$ cat src/rtl/mem_bus_pkg.sv
// Shared types and bus widths for the peripheral-bus arbiter.
package mem_bus_pkg;

  localparam int ADDR_W = 32;
  localparam int DATA_W = 32;
  localparam int STRB_W = 4;

  // Returned to a master whose transfer was forced complete by the watchdog.
  localparam logic [DATA_W-1:0] DEFAULT_TIMEOUT_RDATA = 32'hDEADBEEF;

  typedef enum logic [1:0] {
    IDLE    = 2'd0,
    GRANT   = 2'd1,
    RELEASE = 2'd2
  } state_t;

endpackage

$ cat src/rtl/rr_pick.sv
// Combinational round-robin picker: first requester at or after ptr, wrapping.
module rr_pick #(
  parameter int N  = 2,
  parameter int PW = (N > 1) ? $clog2(N) : 1
) (
  input  logic [N-1:0]  req,
  input  logic [PW-1:0] ptr,
  output logic          any,
  output logic [PW-1:0] idx
);

  logic [N-1:0]  rot;
  logic [PW-1:0] first;

  // Rotate requests so position 0 is the master at ptr.
  always_comb begin
    rot = '0;
    for (int k = 0; k < N; k++) begin
      rot[k] = req[(int'(ptr) + k) % N];
    end
  end

  // Priority-encode the rotated vector (lowest wins), then undo the rotation.
  always_comb begin
    first = '0;
    for (int k = N - 1; k >= 0; k--) begin
      if (rot[k]) first = PW'(k);
    end
    any = |req;
    idx = PW'((int'(ptr) + int'(first)) % N);
  end

endmodule

$ cat src/rtl/mem_bus_arbiter.sv
// Round-robin arbiter sharing one valid/ready peripheral bus among several
// masters. A grant is held until the slave answers, followed by one release
// cycle so a registered slave ready can clear; a watchdog forces completion.
//
//  state   | meaning
//  IDLE    | no grant; pick next requester round-robin from rr_ptr
//  GRANT   | bus driven from granted master; wait for s_ready / timeout / abort
//  RELEASE | bus idle for one cycle; s_ready ignored
module mem_bus_arbiter
  import mem_bus_pkg::*;
#(
  parameter int                NUM_MASTERS   = 2,
  parameter int                TIMEOUT       = 64,
  parameter logic [DATA_W-1:0] TIMEOUT_RDATA = DEFAULT_TIMEOUT_RDATA
) (
  input  logic                          clk,
  input  logic                          resetn,
  input  logic [NUM_MASTERS-1:0]        m_valid,
  input  logic [NUM_MASTERS-1:0]        m_instr,
  input  logic [STRB_W*NUM_MASTERS-1:0] m_wstrb,
  input  logic [DATA_W*NUM_MASTERS-1:0] m_wdata,
  input  logic [ADDR_W*NUM_MASTERS-1:0] m_addr,
  output logic [NUM_MASTERS-1:0]        m_ready,
  output logic [DATA_W*NUM_MASTERS-1:0] m_rdata,
  output logic                          s_valid,
  output logic                          s_instr,
  output logic [STRB_W-1:0]             s_wstrb,
  output logic [DATA_W-1:0]             s_wdata,
  output logic [ADDR_W-1:0]             s_addr,
  input  logic                          s_ready,
  input  logic [DATA_W-1:0]             s_rdata,
  output logic                          busy,
  output logic                          timeout_err
);

  localparam int            PW = $clog2(NUM_MASTERS);
  localparam int            TW = $clog2(TIMEOUT);
  localparam logic [TW-1:0] TC = TW'(TIMEOUT - 1);

  state_t        state;
  logic [PW-1:0] grant;
  logic [PW-1:0] rr_ptr;
  logic [TW-1:0] tcnt;
  logic [PW-1:0] next_ptr;
  logic          pick_any;
  logic [PW-1:0] pick_idx;
  logic          in_grant;
  logic          tc_hit;

  rr_pick #(.N(NUM_MASTERS), .PW(PW)) u_pick (
    .req (m_valid),
    .ptr (rr_ptr),
    .any (pick_any),
    .idx (pick_idx)
  );

  assign next_ptr = (int'(grant) == NUM_MASTERS - 1) ? '0 : grant + PW'(1);
  assign in_grant = (state == GRANT);
  assign tc_hit   = (tcnt == TC);
  assign busy     = (state != IDLE);

  // Arbitration FSM with grant, round-robin pointer and watchdog counter.
  always_ff @(posedge clk) begin
    if (!resetn) begin
      state  <= IDLE;
      grant  <= '0;
      rr_ptr <= '0;
      tcnt   <= '0;
    end else begin
      case (state)
        IDLE: begin
          if (pick_any) begin
            grant <= pick_idx;
            tcnt  <= '0;
            state <= GRANT;
          end
        end
        GRANT: begin
          // Completion, timeout and protocol abort all leave the same way.
          if (s_ready || tc_hit || !m_valid[grant]) begin
            rr_ptr <= next_ptr;
            state  <= RELEASE;
          end else begin
            tcnt <= tcnt + TW'(1);
          end
        end
        RELEASE: state <= IDLE;
        default: state <= IDLE;
      endcase
    end
  end

  // Forward the granted master's request; bus fields are zero outside GRANT.
  always_comb begin
    s_valid = 1'b0;
    s_instr = 1'b0;
    s_wstrb = '0;
    s_wdata = '0;
    s_addr  = '0;
    if (in_grant) begin
      s_valid = 1'b1;
      s_instr = m_instr[grant];
      s_wstrb = m_wstrb[STRB_W*grant +: STRB_W];
      s_wdata = m_wdata[DATA_W*grant +: DATA_W];
      s_addr  = m_addr[ADDR_W*grant +: ADDR_W];
    end
  end

  // Return completion to the granted master only; a reset cycle never completes.
  always_comb begin
    m_ready     = '0;
    m_rdata     = '0;
    timeout_err = 1'b0;
    if (in_grant && resetn) begin
      if (s_ready) begin
        m_ready[grant]                   = 1'b1;
        m_rdata[DATA_W*grant +: DATA_W]  = s_rdata;
      end else if (tc_hit) begin
        m_ready[grant]                   = 1'b1;
        m_rdata[DATA_W*grant +: DATA_W]  = TIMEOUT_RDATA;
        timeout_err                      = 1'b1;
      end
    end
  end

endmodule

$ cat config.mk
export PLATFORM = sky130hd
export DESIGN_NAME = mem_bus_arbiter
export DESIGN_NICKNAME = d
export VERILOG_FILES = /design/src/rtl/mem_bus_pkg.sv /design/src/rtl/rr_pick.sv /design/src/rtl/mem_bus_arbiter.sv
export SDC_FILE = /design/constraint.sdc
export NUM_CORES = 1
export LEC_CHECK = 0
export CAP_MARGIN = 0
export CORE_AREA = 10 10 114 116
export CTS_CLUSTER_DIAMETER = 60
export DETAILED_ROUTE_END_ITERATION = 6
export DIE_AREA = 0 0 124 126
export PLACE_DENSITY = 0.71
export SYNTH_ARGS = -nofsm -noshare
export SYNTH_HDL_FRONTEND = slang
export SYNTH_SLANG_ARGS = --single-unit
$ cat constraint.sdc
create_clock -name clk -period 2.7 [get_ports clk]
set_clock_uncertainty 0.2 [all_clocks]
set_input_delay 0.54 -clock clk [delete_from_list [all_inputs] [get_ports clk]]
set_output_delay 0.54 -clock clk [all_outputs]
set_load 0.005 [all_outputs]
Word level (Yosys, flattened, before mapping):

Cells that the tools add are included.

* bits of input ports: 175
* output and inout bits: 138
* logic and storage cells: 74
* bits in registers: 10

* order comparisons: 4
* eq/ne operators: 5
* reduce and logical (&&, ||, !) cells: 13
* $add $sub $neg: 5
* shift operators: 6
* muxes and demuxes: 34
* bitwise logic cells: 3

Operators with widths (number)
* 64-bit two-way mux: 3
* 64-bit AND: 2
* 64-bit by 7-bit indexed part select with 32-bit output: 2
* 32-bit two-way mux: 2
* 32-bit by 34-bit variable shift with 64-bit output (first input constant): 1
* 32-bit by 34-bit indexed part select with 64-bit output: 1
* 32-bit by 34-bit indexed part select with 64-bit output (first input constant): 1
* 6-bit negation with 34-bit output: 1
* 1-bit two-way mux: 18
* 6-bit two-way mux: 2
* 6-bit case mux with 2 select lines: 1
* 2-bit two-way mux: 5
* 8-bit by 4-bit indexed part select with 4-bit output: 1
* 6-bit by 1-bit adder with 6-bit output (second input constant): 1
* 6-bit == test (second input constant): 1
* 2-bit AND reduction: 3
* 1-bit by 2-bit < comparator with 1-bit output (second input constant): 2
* 4-bit two-way mux: 1
* 2-bit inequality test (second input constant): 2
* 2-bit case mux with 2 select lines: 1
* 2-bit nonzero test: 2
* 2-bit by 3-bit < comparator with 1-bit output (second input constant): 1
* 3-bit AND reduction: 1
* 1-bit adder (second input constant): 2
* 11 further kinds: 13

Logic depth before layout (Yosys ltp):

Gate-level depths: netlist (run 1).

* word-level depth: 8
* depth in mapped cells: 8
* depth with buffers taken out: 5

Modules after synthesis:

From an unflattened synthesis (run 1), not the netlist that was laid out.

* cell total of the unflattened synthesis: 326
* area total of the unflattened synthesis: 2088.3 sq um

Modules (own cells, without submodules)
* mem_bus_arbiter: sequential area each 200.2 sq um, cells an instance 323, area an instance 2067.0 sq um, instances 1
* rr_pick: sequential area each 0.0 sq um, cells an instance 3, area an instance 21.3 sq um, instances 1

Worst setup path after synthesis (run 1):

OpenSTA, ideal clock, no wires.

* path type: input port to output port
* start point: input port s_ready
* end point: output port m_rdata[10]
* buffers on the path: 3
* data arrival time: 1.609 ns
* data required time: 1.960 ns
* stages on the path: 7
* slack: 0.351 ns
* path through: buf_2 -> inv_2 -> o21a_1 -> or3_1 -> buf_2 -> buf_6 -> nor2_1

* word-level cells in the longest chain between the ends: 2

RTL lines
* start: declaration: line mem_bus_arbiter.sv:30 `input logic s_ready,`
* 64-bit two-way mux: line mem_bus_arbiter.sv:115 `if (s_ready) begin`
* 64-bit two-way mux: line mem_bus_arbiter.sv:114 `if (in_grant && resetn) begin`
* end: declaration: line mem_bus_arbiter.sv:24 `output logic [DATA_W*NUM_MASTERS-1:0] m_rdata,`

No other way between the ends.

Final worst setup path (run 1):

* start point: register tcnt[1]
* end point: output port m_rdata[16]

* word-level cells in the longest chain between the ends: 4

RTL lines
* start: declaration: line mem_bus_arbiter.sv:43 `logic [TW-1:0] tcnt;`
* start signal: assignment: line mem_bus_arbiter.sv:84 `tcnt <= tcnt + TW'(1);`
* 6-bit == test: line mem_bus_arbiter.sv:59 `assign tc_hit = (tcnt == TC);`
* 64-bit two-way mux: line mem_bus_arbiter.sv:118 `end else if (tc_hit) begin`
* 64-bit two-way mux: line mem_bus_arbiter.sv:115
* 64-bit two-way mux: line mem_bus_arbiter.sv:114

No other way between the ends.

==> results of run 1 <==
-- worst reg2reg max path, cell delays in order (launching register included) --
cell	delay, ns
dfxtp_1	0.33
buf_4	0.16
nor2_1	0.21
o21ai_0	0.24
o211a_1	0.25
mux2_2	0.29
-- through the flow --
| step | cell area, µm² | hold slack (ns) | power [mW] | TNS [ns] | std cells |
|---|---|---|---|---|---|
| floorplan | 2010 | 0.276 | 0.441 | 0 | 317 |
| global placement | 5390 | 0.299 | 0.968 | -19.18 | 766 |
| detailed placement | 5390 | 0.319 | 0.981 | -21.01 | 766 |
| CTS | 5480 | 0.334 | 1.16 | 0 | 776 |
| global route | 5530 | 0.366 | 1.22 | -0.111 | 779 |
| finish | 5530 | 0.333 | 1.15 | 0 | 779 |
-- metal layers --
layer,up-vias,global-route usage (%)
li1,1699,-
met4,0,5.01
met5,-,0
met2,210,29.9
met1,1516,16.1
met3,22,8.13
-- where the power goes --
| group | internal, mW | switching, mW |
|---|---|---|
| sequential | 0.154 | 0.00814 |
| combinational | 0.521 | 0.296 |
| clock | 0.104 | 0.0627 |
-- cells in the final DEF, fill, tap and decap left out, types with 3 or more instances in the layout --
master,instances
clkdlybuf4s50_1,252
dfxtp_1,6
dlygate4sd2_1,27
dlymetal6s2s_1,8
o22a_1,3
and3_1,9
mux2i_1,69
a21oi_1,3
nand3_1,5
and2_1,8
buf_4,22
inv_1,4
buf_12,4
clkdlybuf4s15_2,9
clkbuf_8,3
buf_2,13
dfxtp_2,3
nor2_1,135
nand2_1,6
nor2_2,10
-- registers in the layout, indices dropped and copies added (netlist names) --
| name | cells |
|---|---|
| rr_ptr | 1 |
| state | 2 |
| grant | 1 |
| tcnt | 6 |
-- synth_stat cells --
cell type	n	share of area (%)
o211ai_2	1	0.62
nor2_1	143	27
nand2_1	6	1.1
and3_1	9	2.8
nand2_4	1	0.56
inv_2	1	0.19
a32oi_1	1	0.44
nor4_1	2	0.62
o211ai_1	1	0.37
nand3b_1	1	0.37
mux2_2	2	1.1
a311oi_1	1	0.44
a22o_1	1	0.44
nand3_1	6	1.5
o21ai_0	3	0.75
nand2_2	1	0.31
mux2i_1	69	34
or3_1	1	0.31
buf_2	12	3.0
clkinv_4	1	0.44
ha_1	1	0.62
dfxtp_1	10	10
a21oi_1	3	0.75
a21o_1	1	0.37
nor2b_1	1	0.31
o21a_1	2	0.75
and2_1	8	2.5
clkbuf_1	10	1.9
inv_1	4	0.75
o22a_1	3	1.3
nor3_1	3	0.75
o211a_1	1	0.50
nor2_2	2	0.62
nand2b_1	2	0.62
buf_6	3	1.7
-- repair_timing --
item | CTS | global route
gates resized for setup | 123 | 23
hold buffers | 0 | 0
setup buffers | 5 | 2
pin swaps | 3 | 3
endpoints found under the setup margin | 136 | 27
gates cloned | 1 | 0
-- cell families after synthesis --
family	synth area share [%]
AO/OA/AOI/OAI	6.74
adder cells (fa/ha/maj)	0.624
buffers and inverters	7.92
flip-flops	9.98
multiplexers	35.6
AND/OR/NAND/NOR	39.2
-- path summary, 6_finish.rpt --
kind,endpoint,slack [ns],cells after the start
max,m_rdata[16],0.06,8
min,rr_ptr,0.33,2
max reg2reg,tcnt[0],0.91,5
min reg2reg,rr_ptr,0.33,2
-- area by class of cell --
type,instances,area share [%]
clock buffers,4,0.814
repair buffers,342,60.7
multi-input cells,276,31.0
inverters,6,0.497
well taps,140,3.17
flip-flops and latches,10,3.75
diodes,1,0.0452
==> results.sh, run 1 <==
export IMPL_cts_inserted_buffers=3
export IMPL_cts_max_path_buffers=2
export IMPL_startpoint="tcnt[1]"
export IMPL_multiInputGateArea_um2=1720
export IMPL_cp_buffers_inverters=3
export IMPL_io_buffers=312
export IMPL_drtPass1Iterations=4
export IMPL_cp_cell_sequence="ha_4 > nand3_4 > o21a_1 > or3_4 > buf_12 > buf_4 > nor2_2 > buf_2"
export IMPL_synth_fp_nets=493
export IMPL_worst_pin_slew_ns=0.500
export IMPL_synth_area_per_cell_um2=6.33
export IMPL_post_route_period_util_pct=97.6
export IMPL_wl_um=14500
export IMPL_worst_ep_arrival_time_ns=1.90
export IMPL_ys_types=35
export IMPL_preCtsSetupSlack_ns=-0.468
export IMPL_seq_area_um2=208
export IMPL_grt_max_degree=70
export IMPL_max_stage_delay_ns=0.38
export IMPL_netlist_area_um2=2010
export IMPL_endpoint_kind="primary output"
export IMPL_grt_pass1_wl_um=20600
export IMPL_gr_total_overflow=0
export IMPL_wl_per_cell_um=18.6
export IMPL_drive_above_1_share_pct=13.0
export IMPL_max_freq_mhz=379
export IMPL_outcome="completed"
export IMPL_fp_dieW_um=124
export IMPL_dieHeight_um=126
export IMPL_clkTransAtPathRegs_ns=0.05
export IMPL_grt_setup_unrepaired="true"
export IMPL_utilization_pct=51.7
export IMPL_vias_per_cell=4.42
export IMPL_grt_pass1_vias=3473
export IMPL_irDropWorstVdd_mv=0.183
export IMPL_path_max_fanout=5
export IMPL_fin_crit_ns=2.64
export IMPL_cts_sinks=10
export IMPL_num_io_pins=313
export IMPL_htree_levels=1
export IMPL_hold_class="register to register"
export IMPL_route_met2_wl_um=6970
export IMPL_holdCritStartpoint="rr_ptr"
export IMPL_crit_required_ns=1.96
export IMPL_rows=38
export IMPL_met1Wirelength_um=5050
export IMPL_crit_path_top_delay_cell="or3_4"
export IMPL_cts_root_buf="clkbuf_8"
export IMPL_drc_errors=0
export IMPL_synthCells=317
export IMPL_clk_latency_ns=0.24
export IMPL_vias=3447
export IMPL_dr_first_iter_drc_count=164
export IMPL_finalSetupViolCount=0
export IMPL_max_cap_violations=0
export IMPL_finalHoldViolCount=0
export IMPL_ys_seq_elements=10
export IMPL_syn2layout_area_growth_pct=176
export IMPL_antenna_found_initial=1
export IMPL_layout_setup_ws_ns=0.0642
export IMPL_grt_util_all_layers_pct=16.6
export IMPL_ys_seq_area_share_pct=9.98
export IMPL_slew_headroom_pct=66.7
export IMPL_r2r_start="state[0]"
export IMPL_gp_congestion=0.873
export IMPL_drv_slew=0
export IMPL_die_area_um2=15600
export IMPL_worstSetupStartpointType="register"
export IMPL_cts_tree="done"
export IMPL_critPathKind="register to primary output"
export IMPL_hpwl_um=12600
export IMPL_final_nets=815
export IMPL_start_util_pct=18.7
export IMPL_dr_wl_met3_um=2060
export IMPL_coreArea_um2=10700
export IMPL_final_antenna_net_count=0
export IMPL_fillerInstances=1036
export IMPL_yosys_warnings=0
export IMPL_power_density_nw_per_um2=207
export IMPL_path_delay_family="simple AND/OR/NAND/NOR gates"
export IMPL_top_layer_used="met4"
export IMPL_power_leakage_nw=2.43
(Power assumes the default switching activity.)
==> run 2, diff against run 1 <==
--- a/config.mk
+++ b/config.mk
@@ -10,7 +10,10 @@
 export CTS_CLUSTER_DIAMETER = 60
 export DETAILED_ROUTE_END_ITERATION = 6
 export DIE_AREA = 0 0 124 126
+export GPL_TIMING_DRIVEN = 0
 export PLACE_DENSITY = 0.71
+export RECOVER_POWER = 25
+export SLEW_MARGIN = 40
 export SYNTH_ARGS = -nofsm -noshare
 export SYNTH_HDL_FRONTEND = slang
 export SYNTH_SLANG_ARGS = --single-unit
==> run 2 against run 1 <==
Wire length up 3.7%. Cell count grew 0.51%. Total power grew 3.0%. Clock power is 15% higher. Non-clock buffer count rose by 4. Final area is 1.5% lower. Fmax hardly changed. Critical path depth is 1 lower. Worst setup slack improved by 0.0018 ns. Global-route usage increased by 0.82 points. Sequential power hardly changed. Largest power group unchanged.
==> results.sh, run 2 (same netlist as run 1, synthesis figures left out) <==
export IMPL_crit_required_ns=1.96
export IMPL_gp_congestion=0.914
export IMPL_worstSetupStartpointType="register"
export IMPL_timing_hold_ws_ns=0.332
export IMPL_largest_register_ffs=6
export IMPL_hold_path_end="rr_ptr"
export IMPL_critPathKind="register to primary output"
export IMPL_fin_crit_ns=2.63
export IMPL_max_freq_mhz=380
export IMPL_htree_levels=1
export IMPL_cts_max_path_buffers=2
export IMPL_fp_dieW_um=124
export IMPL_irDropWorstVdd_mv=0.146
export IMPL_num_io_pins=313
export IMPL_drc_errors=0
export IMPL_die_area_um2=15600
export IMPL_vias_per_cell=4.43
export IMPL_placed_area_um2=5290
export IMPL_fillerInstances=1048
export IMPL_vias=3466
export IMPL_ctsHoldBuffers=0
export IMPL_post_route_period_util_pct=97.6
export IMPL_mostFrequentLayoutCells="clkdlybuf4s50_1, nor2_1, mux2i_1, buf_2"
export IMPL_final_antenna_net_count=0
export IMPL_slew_headroom_pct=52.5
export IMPL_cts_inserted_buffers=3
export IMPL_endpoint_kind="primary output"
export IMPL_grt_pass1_wl_um=21700
export IMPL_worst_ep_arrival_time_ns=1.89
export IMPL_drive_above_1_share_pct=14.0
export IMPL_gr_total_overflow=0
export IMPL_preCtsSetupSlack_ns=-0.685
export IMPL_rr_endpoint="tcnt[0]"
export IMPL_path_delay_family="buffers and inverters"
export IMPL_fin_setup_tns_ns=0
export IMPL_power_density_nw_per_um2=216
export IMPL_rows=38
export IMPL_wl_per_cell_um=19.2
export IMPL_wl_um=15000
export IMPL_syn2layout_area_growth_pct=172
export IMPL_rrSetupSlack_ns=0.75
export IMPL_holdCritStartpoint="rr_ptr"
export IMPL_hold_class="register to register"
export IMPL_finalHoldViolCount=0
export IMPL_final_area_um2=5450
export IMPL_largest_register="tcnt"
export IMPL_dieHeight_um=126
export IMPL_start_util_pct=18.7
export IMPL_power_leakage_nw=2.37
export IMPL_dr_first_iter_drc_count=168
export IMPL_final_nets=819
export IMPL_drtPass1Iterations=6
export IMPL_drv_slew=0
export IMPL_total_power_mw=1.18
export IMPL_max_cap_violations=0
export IMPL_finalSetupViolCount=0
export IMPL_path_max_fanout=6
export IMPL_cts_tree="done"
export IMPL_worst_pin_slew_ns=0.710
export IMPL_cp_buffers_inverters=4
export IMPL_ff2ff_path_depth=5
export IMPL_cts_root_buf="clkbuf_8"
export IMPL_fin_cells=783
export IMPL_dp_cells=768
export IMPL_antenna_found_initial=1
export IMPL_grt_max_degree=11
export IMPL_hpwl_um=13100
export IMPL_io_buffers=311
export IMPL_coreArea_um2=10700
export IMPL_crit_path_top_delay_cell="clkdlybuf4s50_1"
export IMPL_clkTransAtPathRegs_ns=0.05
export IMPL_largestRegisters="tcnt: 6 flops, state: 2 flops"
export IMPL_max_stage_delay_ns=0.51
export IMPL_final_common_cell="clkdlybuf4s50_1"
export IMPL_cts_sinks=10
export IMPL_grt_util_all_layers_pct=17.4
export IMPL_layout_setup_ws_ns=0.0660
export IMPL_clk_latency_ns=0.24
export IMPL_r2r_start="tcnt[1]"
export IMPL_utilization_pct=50.9
export IMPL_cp_cell_sequence="nand2b_1 > buf_6 > inv_8 > and3_4 > buf_6 > and3_1 > clkdlybuf4s50_1"
export IMPL_outcome="completed"
export IMPL_cpMostUsedCell="buf_6"
export IMPL_grt_pass1_vias=3611
export IMPL_holdPathStages=2
[run 2: routing by layer]
layer / up-vias / GRT usage [%] / share of wire, %
li1: 1710 / - / -
met1: 1533 / 17.2 / 35
met2: 213 / 31.7 / 50
met3: 10 / 8.53 / 13
met4: 0 / 3.86 / 1.2
met5: - / 0 / 0
[run 2: repair_timing]
item,CTS,global route
endpoints found under the setup margin,135,103
pin swaps,3,7
gates resized for setup,131,70
setup buffers,8,2
cloned,1,0
[run 2: worst max path at each step]
stage             start           to  depth (start not counted)
6_report       state[1]  m_rdata[61]                          7
5_1_grt        state[1]  s_wdata[12]                          6
4_1_cts           grant   s_addr[24]                          5
3_5_place_dp     resetn  m_rdata[16]                          7
3_3_place_gp     resetn  m_rdata[13]                          7
2_1_floorplan   s_ready  m_rdata[10]                          7
[run 2: area by class of cell]
cell class,instances,area [µm²],share of cell area [%]
repair buffers,322,3060,56.1
multi-input cells,276,1720,31.6
flip-flops and latches,10,211,3.88
plain buffers,24,193,3.54
well taps,140,175,3.21
clock buffers,4,55.1,1.01
inverters,6,30.0,0.551
diodes,1,2.50,0.0459
[run 2: worst min-delay path, stage by stage (launching register included)]
cell and delay, ns:
dfxtp_1 0.31, a21oi_1 0.11, a311oi_1 0.06
[run 2: report_power, final]
part / switching, mW / internal, mW / total [mW]
logic: 0.310 / 0.519 / 0.829
clock network: 0.0626 / 0.128 / 0.191
registers: 0.00571 / 0.154 / 0.159
total: 0.378 / 0.801 / 1.18
==> run 3, diff against run 2 <==
--- a/config.mk
+++ b/config.mk
@@ -7,6 +7,7 @@
 export LEC_CHECK = 0
 export CAP_MARGIN = 0
 export CORE_AREA = 10 10 114 116
+export CTS_BUF_LIST = sky130_fd_sc_hd__clkbuf_8
 export CTS_CLUSTER_DIAMETER = 60
 export DETAILED_ROUTE_END_ITERATION = 6
 export DIE_AREA = 0 0 124 126
==> results of run 3 <==
No change in the layout: final DEF, timing and power equal those of run 2.
